$ cat config.mk
export PLATFORM = sky130hd
export DESIGN_NAME = cbus_xfer
export DESIGN_NICKNAME = d
export VERILOG_FILES = /design/src/rtl/cbus_pkg.sv /design/src/rtl/cbus_reg.sv /design/src/rtl/cbus_xfer.sv
export SDC_FILE = /design/constraint.sdc
export NUM_CORES = 1
export LEC_CHECK = 0
export ABC_AREA = 1
export ABC_CLOCK_PERIOD_IN_PS = 1800
export CAP_MARGIN = 25
export CORE_ASPECT_RATIO = 0.75
export CORE_MARGIN = 2
export CORE_UTILIZATION = 35
export DETAILED_ROUTE_END_ITERATION = 10
export PLACE_DENSITY = 0.54
export SYNTH_ARGS = -nofsm -noshare
export SYNTH_HDL_FRONTEND = slang
export SYNTH_SLANG_ARGS = --single-unit
$ cat constraint.sdc
create_clock -name clk -period 1.8 [get_ports clk]
set_input_delay 0.45 -clock clk [delete_from_list [all_inputs] [get_ports clk]]
set_output_delay 0.45 -clock clk [all_outputs]
set_load 0.01 [all_outputs]
$ cat src/rtl/cbus_pkg.sv
// Shared types and defaults for the register-to-register transfer bus.
package cbus_pkg;

  typedef enum logic [1:0] {
    IDLE = 2'd0,
    RD   = 2'd1,
    WR   = 2'd2
  } state_t;

  localparam int DEF_NREG  = 4;
  localparam int DEF_WIDTH = 4;

  // Select field width: enough bits to index NREG registers, never below one.
  function automatic int sel_width(input int nreg);
    return (nreg > 1) ? $clog2(nreg) : 1;
  endfunction

endpackage

$ cat src/rtl/cbus_reg.sv
// One bus register: loads d when load is high, cleared asynchronously by reset.
module cbus_reg
  import cbus_pkg::*;
#(
  parameter int WIDTH = DEF_WIDTH
) (
  input  logic             clk,
  input  logic             rst_n,
  input  logic             load,
  input  logic [WIDTH-1:0] d,
  output logic [WIDTH-1:0] q
);

  // Storage with load enable and asynchronous clear.
  always_ff @(posedge clk or negedge rst_n) begin
    if (!rst_n) begin
      q <= '0;
    end else if (load) begin
      q <= d;
    end
  end

endmodule

$ cat src/rtl/cbus_xfer.sv
// Register file on a common bus with a three-phase (accept, read, write)
// register-to-register transfer engine and an always-available external write port.
module cbus_xfer
  import cbus_pkg::*;
#(
  parameter  int NREG  = DEF_NREG,
  parameter  int WIDTH = DEF_WIDTH,
  localparam int SELW  = sel_width(NREG)
) (
  input  logic             clk,
  input  logic             rst_n,
  input  logic             ext_we,
  input  logic [SELW-1:0]  ext_sel,
  input  logic [WIDTH-1:0] ext_data,
  input  logic [SELW-1:0]  rd_sel,
  input  logic             xfer_req,
  input  logic [SELW-1:0]  xfer_src,
  input  logic [SELW-1:0]  xfer_dst,
  output logic [WIDTH-1:0] bus_out,
  output logic             xfer_busy,
  output logic             xfer_done
);

  state_t           state;
  state_t           next_state;
  logic [SELW-1:0]  src_q;
  logic [SELW-1:0]  dst_q;
  logic [SELW-1:0]  bus_sel;
  logic [WIDTH-1:0] tmp;
  logic [WIDTH-1:0] reg_q [NREG];

  // FSM state register.
  always_ff @(posedge clk or negedge rst_n) begin
    if (!rst_n) begin
      state <= IDLE;
    end else begin
      state <= next_state;
    end
  end

  // Next-state logic: a request is only looked at in IDLE, so it is never queued.
  always_comb begin
    next_state = state;
    case (state)
      IDLE:    if (xfer_req) next_state = RD;
      RD:      next_state = WR;
      WR:      next_state = IDLE;
      default: next_state = IDLE;
    endcase
  end

  // Transfer datapath: latch indices on accept, snapshot the source in RD, pulse done after WR.
  always_ff @(posedge clk or negedge rst_n) begin
    if (!rst_n) begin
      src_q     <= '0;
      dst_q     <= '0;
      tmp       <= '0;
      xfer_done <= 1'b0;
    end else begin
      xfer_done <= (state == WR);
      if (state == IDLE && xfer_req) begin
        src_q <= xfer_src;
        dst_q <= xfer_dst;
      end
      if (state == RD) begin
        tmp <= bus_out;
      end
    end
  end

  assign xfer_busy = (state != IDLE);

  // Bus source mux: the latched source while a transfer is in flight, rd_sel otherwise;
  // indices past the last register read as zero.
  always_comb begin
    bus_sel = (state == IDLE) ? rd_sel : src_q;
    bus_out = '0;
    for (int i = 0; i < NREG; i++) begin
      if (bus_sel == SELW'(i)) begin
        bus_out = reg_q[i];
      end
    end
  end

  // Per-register write arbitration: the transfer write beats a same-edge external write.
  for (genvar g = 0; g < NREG; g++) begin : g_reg
    logic             xfer_hit;
    logic             ext_hit;
    logic [WIDTH-1:0] wr_data;

    assign xfer_hit = (state == WR) && (dst_q == SELW'(g));
    assign ext_hit  = ext_we && (ext_sel == SELW'(g));
    assign wr_data  = xfer_hit ? tmp : ext_data;

    cbus_reg #(.WIDTH(WIDTH)) u_reg (
      .clk   (clk),
      .rst_n (rst_n),
      .load  (xfer_hit | ext_hit),
      .d     (wr_data),
      .q     (reg_q[g])
    );
  end

endmodule

==> results of run 1 <==
-- worst reg2reg max path: cells and delay by family (launching register included) --
family	cells	cell delay, ns
buffers and inverters	3	0.40
and+or+nand+nor	5	0.46
AOI/OAI and AO/OA	1	0.08
DFF	1	0.47
-- timing repair --
item	in CTS	in global routing
gates resized for setup	44	13
buffers inserted	7	1
pin swaps	14	6
setup endpoints to repair	5	5
cloned	0	0
-- routing by layer --
layer  vias up  share of wire
met5         -              0
met4         0          0.012
met3         8          0.056
met2        37           0.43
met1       645           0.50
li1        655              -
-- registers in the layout (all words and copies together) (netlist names) --
| signal | cells |
|---|---|
| dst_q | 2 |
| g.u_reg.q | 16 |
| src_q | 2 |
| state | 2 |
| tmp | 4 |
| xfer_done | 1 |
-- where the power goes --
part           switching (uW)  total [uW]  internal (uW)
clock                     182         341            158
combinational             498         936            437
sequential                152         950            797
-- cell usage in the layout (no fill, tap or decap), types with 3 or more instances in the layout --
| cell | count |
|---|---|
| nand3_1 | 38 |
| nand3_2 | 13 |
| o211ai_1 | 10 |
| and2_4 | 3 |
| nand2_1 | 21 |
| inv_1 | 20 |
| o221ai_1 | 4 |
| o21ai_0 | 5 |
| clkbuf_8 | 3 |
| dfrtp_1 | 25 |
| nand2_2 | 6 |
| o21ai_1 | 4 |
| buf_4 | 9 |
| buf_6 | 8 |
| nor2_4 | 3 |
| clkdlybuf4s50_1 | 15 |
-- worst min-delay path by stage --
stage          cells after the start        to    from
2_1_floorplan                      0  dst_q[0]   rst_n
4_1_cts                            2    tmp[1]  tmp[1]
6_report                           2    tmp[1]  tmp[1]
3_5_place_dp                       2    tmp[3]  tmp[3]
3_3_place_gp                       2    tmp[3]  tmp[3]
5_1_grt                            2    tmp[2]  tmp[2]
-- metrics by stage --
stage	hold slack (ns)	util	power, uW
2_1_floorplan	0.154	-	1380
3_3_place_gp	0.471	0.434	1690
3_5_place_dp	0.485	0.434	1700
4_1_cts	0.509	0.476	2130
5_1_grt	0.549	0.487	2400
6_report	0.502	0.487	2230
-- area by class of cell --
class                      instances  area [sq um]  share of cell area
clock buffer                       4          45.0              0.0231
inverter                          23          88.8              0.0455
tap                               55          68.8              0.0353
sequential                        27           678               0.348
multi-input combinational        115           743               0.381
timing repair buffer              35           327               0.167
-- cells by family after synthesis --
| kind of cell | count (synthesis) | share of synthesized area |
|---|---|---|
| AOI/OAI and AO/OA | 26 | 0.136 |
| buffers and inverters | 26 | 0.0830 |
| DFF | 27 | 0.467 |
| and+or+nand+nor | 89 | 0.314 |
==> reports/summary.md, run 1 <==
The slew at the pin closest to its max-slew limit is 0.348 ns, and the overflow left after global routing is 0. The final number of hold-violating endpoints is 0, and the number of DRC violations after detailed-routing iteration 0 is 92. Area added between synthesis and finish: 34.9%. For this run, design rule violations remaining after detail routing come to 0.

The height of the die is 59.7 um, and the antenna violation net count after detailed routing is 0. The tools report the total leakage power as 0.000896 uW. Dividing the detail-routed wire length by the instance count gives 14.0 um. The setup check on the worst reg-to-reg path leaves a slack of 0.29 ns.

The number of max-slew violations in the final report is 0. The post-route non-filler standard cell count was 259; the worst clock skew was 0.00163 ns. Setup violations remaining at the end of the flow were counted as 4.

Logic depth of the worst setup path including buffers: 9. The critical path goes through clkdlybuf4s50_1, inv_1, nand2_2, nand2_4, buf_6, nand3_2, nand3_2, and2_4, buf_6. The tools report the launch point of the critical path as rd_sel[0]. The checks that failed: setup timing.

During I/O placement, the number of pins put on the boundary was 22. In this run the deepest clock path goes through 2 buffers. Sorting the synthesized cells by how often they occur yields nand3_1 (48), dfrtp_1 (27), nand2_1 (26).

The synthesized netlist occupies a cell area of 1450 sq um. The largest single stage delay on the critical path is 0.50 ns. The average instance in the mapped netlist occupies 8.61 sq um. The worst setup slack after layout came out at -0.378 ns.

The tools report the sort of element at the end of the critical path as a primary output. TritonCTS built the clock tree. The die covers 4670 sq um. The run gives 0.768 as the max-slew headroom at the worst pin. Met2 routing resource usage after global routing: 0.259. The tree built by TritonCTS fans out to 27 sinks. The global routing met1 resource utilization came out at 0.259.

Setup repair after global routing could not meet its margin everywhere. Across all layers, the routed design uses 1345 vias. For the met3 routing resource usage after global routing, the log shows 0.0438. The tools report the depth of the CTS H-tree as 1. The biggest area contributor in the post-synthesis netlist is dfrtp_1. The placed instances occupy a cell area of 1740 sq um. The classification of the worst-slack hold path is reg -> reg.

The global routing stage identified its most utilized layer as met1. The detailed-router iteration count before antenna repair is 4. The tools report the reg-to-reg critical path endpoint as tmp[1]. The run finished, with violations left. Final setup TNS: -1.40 ns. The final non-filler cell area came out at 1950 sq um. The global router's overall resource usage is 0.174, and the initial core utilization is 0.361.

For the sequential-to-total area share from yosys stat, the log shows 0.467. Entering global routing, the biggest net connects 28 pins. Counting both buffers and inverters, the worst setup path holds a total of 4.

The number of buffer cells added on primary ports is 21, and the clock insertion delay at the later pin of the skew report is 0.27 ns. For this run, the number of Yosys warnings is 0. The maximum clock frequency is 459 MHz. Capturing element of the worst setup path: bus_out[2]. For the count of inserted antenna diode cells, the log shows 0.

The number of antenna violations at the first check in global routing is 0, and the synthesized instance count is 168. Max-cap violations in this run came to 0. Among all stages on the critical path, the largest delay is contributed by clkdlybuf4s50_1. The post-synthesis async set-or-reset flop share is 1.00, and the share of final-layout standard cells stronger than drive strength 1 is 0.284.

Required time of the worst setup path: 1.35 ns. By instance count, the leading cell after synthesis is nand3_1. The worst endpoint data arrival time was 1.73 ns.

Sum of net half-perimeters after detailed placement: 2670 um. The standard cell core area was 4000 sq um; the filler cell count was 372. The setup path with the least slack is of type in -> out.

Clock-pin slew was measured on the worst setup and hold paths at 0.09 ns. The worst setup path is launched from a primary input. After the last flow step, the layout net total stands at 221. The cell count of the worst reg-to-reg path was 9; the ratio of total power to cell area was 1140 nW/um^2.

The post-route clock period utilization came out at 1.21. The worst reg2reg path startpoint was state[1]. The clock period minus final worst setup slack is 2.18 ns. The worst setup timing slack at the placement stage is -0.685 ns. Counting flops and latches in the post-synthesis netlist gives 27. The library cell used as clock root buffer is clkbuf_8. Top cell type's share of synthesized area: 0.467. The synthesized netlist contains 17 unique library cells.

The first global-routing pass estimated 6200 um of wire. The maximum vdd ir drop was 0.446 mV. The floorplan die width was 78.2 um; the top fanout value on the critical path was 5. The number of placed instances, taps included, is 247.

By area the synthesized netlist is led by dfrtp_1 (47%), nand3_1 (17%), nand2_1 (6.7%), inv_1 (5.2%), o211ai_1 (5.2%). Clock tree synthesis inserted a total of 3 buffers. The via count of the first global-routing pass came out at 1258. Routability-driven placement finished with a final weighted congestion of 0.853. The most common flop cell mapped by yosys is dfrtp_1. Buffers inserted to repair hold after CTS numbered 0. The run gives 3620 um as the final wirelength. Synthesis produced a netlist with a net count of 184. Using the TritonRoute via totals, the vias-per-cell ratio works out to 5.19. The floorplan has 20 rows.

Among cell families on the critical path, the largest total delay comes from buffers and inverters. Number of enable-type register cells in the synthesized netlist: 0.
No activity file was read; power rests on OpenSTA's default activity.
==> run 2: changes to the inputs <==
--- a/config.mk
+++ b/config.mk
@@ -9,7 +9,7 @@
 export ABC_CLOCK_PERIOD_IN_PS = 1800
 export CAP_MARGIN = 25
 export CORE_ASPECT_RATIO = 0.75
-export CORE_MARGIN = 2
+export CORE_MARGIN = 5
 export CORE_UTILIZATION = 35
 export DETAILED_ROUTE_END_ITERATION = 10
 export PLACE_DENSITY = 0.54
==> run 2 against run 1 <==
  * The run still ends with setup timing left
  * Sequential cell count stayed put
  * Sequential share of layout area is 0.85 points higher
  * Worst hold slack worse by 0.0081 ns
  * Clock power is 6.2% higher
  * Non-clock buffer count is 1 lower
  * Via count is 1.6% lower
  * Power is 2.0% lower
  * First-iteration DRC count is 9.8% lower
  * Sequential power is 2% lower
  * Critical endpoint unchanged
==> reports/summary.md, run 2 (synthesis gave the netlist of run 1 again) <==
The kind of cell adding the most delay to the critical path was buffers and inverters. The final count of negative-setup-slack endpoints was 4; the CTS sink count was 27. The number of max-slew violations in the final report is 0, and the ratio of total power to cell area is 1150 nW/um^2.

Global-route wire length before repair: 6400 um. At the end of routability-driven placement, the weighted congestion stood at 0.782. The cell with the largest stage delay on the worst path is clkdlybuf4s50_1.

The run gives -0.407 ns as the worst setup slack after layout. The sum of buffers and inverters on the critical path came out at 4. The core region is 4030 sq um. The sum of net half-perimeters after detailed placement is 2820 um, and the placed instance count is 249. The layout net count came out at 220. The standard-cell row count came out at 20.

TritonCTS built the clock tree. STA classifies the critical path startpoint as a primary input. The routed design could run at a clock period as short as 2.21 ns. The global router's overall resource usage is 0.147, and the number of flip-flops in the largest register is 16. The depth of the CTS H-tree is 1. The run gives 0 as the overflow left after global routing. The cell area after placement is 1750 sq um, and the number of CTS-inserted buffers is 3. Relative to the synthesized area, the layout overhead comes to 31.7%. The worst reg2reg path startpoint was state[1].

The tools report the via count of the first global-routing pass as 1306. Of all nets on the critical path, the largest fanout is 6. The final number of hold-violating endpoints was 0.

Across the whole layout, storage elements account for 678 sq um. The tightest min-delay check is of the reg -> reg type. The largest registers in the layout are g.u_reg.q x16, tmp x4. The share of final-layout standard cells stronger than drive strength 1 is 0.266, and the area of the die is 5530 sq um.

The checks that failed: setup timing. For this design the static power due to leakage is 0.000880 uW. The most numerous cell type found on the critical path is nand2_2. The clock insertion delay at the later pin of the skew report is 0.28 ns, and the final non-filler cell area is 1900 sq um.

Worst clock skew: 0.00249 ns. The tools report the routed via count as 1323. The tool flagged a number of max-cap violations equal to 0. For the combined area of the multi-input logic cells, the log shows 721 sq um. The design draws 2180 uW. The run finished, with violations left. By startpoint and endpoint, the worst setup path is classified as in -> out. The initial core utilization was 0.359. The tree is rooted in a clkbuf_8. The worst setup path is captured at a primary output. The count of inserted antenna diode cells is 0, and the maximum vdd ir drop is 0.403 mV. The final wirelength is 3780 um, and the largest net degree at the start of global routing is 28.

Counting flops per register, the top entry is g.u_reg.q. The number of DRC violations after detailed-routing iteration 0 came out at 83. Based on the critical path, the design can be clocked at up to 453 MHz. The startpoint identified for the worst hold timing path is tmp[0].

The reg-to-reg critical path endpoint was tmp[3]. The signal on the critical path passes through clkdlybuf4s50_1, inv_1, nand2_2, nand2_4, nor2_4, buf_6, nand2_2, and2_1, buf_2. The average routed wire per standard cell was 14.6 um; the reg2reg setup slack was 0.30 ns. The first TritonRoute pass finished after 4 iterations.

Height of the die: 65.7 um. The tools report the terminating pin of the worst hold path as tmp[0]. The slew at the pin closest to its max-slew limit is 0.379 ns, and the antenna violation net count after detailed routing is 0.

Leaving out fill and tap cells, the most frequent cells in the layout are nand3_1 (39), dfrtp_1 (25), nand2_1 (21). On the final layout, the worst hold slack is 0.494 ns. Counting the fill cells in the layout gives 380.

The floorplan die width is 84.2 um, and the CTS clock-pin slew for the worst setup and hold paths is 0.10 ns. Setup repair after global routing could not meet its margin everywhere. In this run the deepest clock path goes through 2 buffers. The post-route clock period utilization is 1.23, and the required time of the worst setup path is 1.35 ns. The max-slew headroom at the worst pin was 0.746; the DRC violation count after routing was 0. The worst register-to-register path has a depth of 9. Dividing the detail-routed via count by the number of cells gives 5.13. For the I/O pin count, the log shows 22. Number of antenna violations at the first check in global routing: 0. Data on the critical path arrives at its endpoint at 1.76 ns.

Post-route non-filler standard cell count: 258. In this run the tool buffered the top-level ports with 21 buffer cells. Along the worst hold path, the cell count comes to 2.

The delay of the slowest cell on the worst path was 0.47 ns. Most frequent standard cell in the layout excluding fill and tap cells: nand3_1.
## run 2: changes by cell type in the layout (fill, tap and decap cells not counted), sizes merged
cell           before  now
buf                18   16
clkdlybuf4s15       0    1
## run 2: worst max path at each step
| stage | start | slack [ns] | end | cells after the start |
|---|---|---|---|---|
| floorplan | state[0] | 0.18 | bus_out[0] | 6 |
| global placement | rd_sel[0] | -0.70 | bus_out[0] | 8 |
| detailed placement | rd_sel[1] | -0.72 | bus_out[0] | 8 |
| CTS | state[0] | -0.36 | bus_out[3] | 8 |
| global route | state[1] | -0.49 | bus_out[2] | 10 |
| finish | rd_sel[0] | -0.41 | bus_out[2] | 9 |
## run 2: worst reg2reg max path: stages (launching register included)
cell and delay (ns):
dfrtp_2 0.46, nor2_4 0.22, nand2_2 0.09, o21ai_4 0.13
buf_6 0.16, nand3_2 0.06, nand3_2 0.09, buf_4 0.10
nand3_1 0.05, nand2_1 0.07
## run 2: layer usage
metal  part of all wire  track usage  up-vias
met4              0.011       0.0321        0
li1                   -            -      655
met5                  0            0        -
met1               0.49        0.204      623
met2               0.43        0.234       39
met3              0.063       0.0351        6
## run 2: final cells by class
| class | count | share of cell area |
|---|---|---|
| multi-input cells | 115 | 0.378 |
| repair buffers | 34 | 0.160 |
| clock buffers | 4 | 0.0237 |
| well taps | 55 | 0.0361 |
| flip-flops and latches | 27 | 0.356 |
| inverters | 23 | 0.0453 |
## run 2: stage by stage
stage	setup slack [ns]	util	setup TNS [ns]
floorplan	0.177	-	0
global placement	-0.703	0.435	-2.75
detailed placement	-0.715	0.435	-2.82
CTS	-0.358	0.463	-1.36
global route	-0.487	0.473	-1.92
finish	-0.407	0.473	-1.53
## run 2: power breakdown
group	leakage (uW)	switching [uW]	internal (uW)
sequential	0.000338	138	797
clock	0.0000228	203	159
combinational	0.000519	493	390
total	0.000880	835	1350
## run 2: timing repair
item | CTS | global route
pin swaps | 10 | 6
hold buffers | 0 | 0
setup buffers | 3 | 2
setup endpoints to repair | 5 | 5
gates resized for setup | 35 | 10
==> run 3: changes to the inputs <==
--- a/config.mk
+++ b/config.mk
@@ -6,7 +6,6 @@
 export NUM_CORES = 1
 export LEC_CHECK = 0
 export ABC_AREA = 1
-export ABC_CLOCK_PERIOD_IN_PS = 1800
 export CAP_MARGIN = 25
 export CORE_ASPECT_RATIO = 0.75
 export CORE_MARGIN = 5
==> results of run 3 <==
The final DEF is identical to that of run 2; final timing and power are the same.
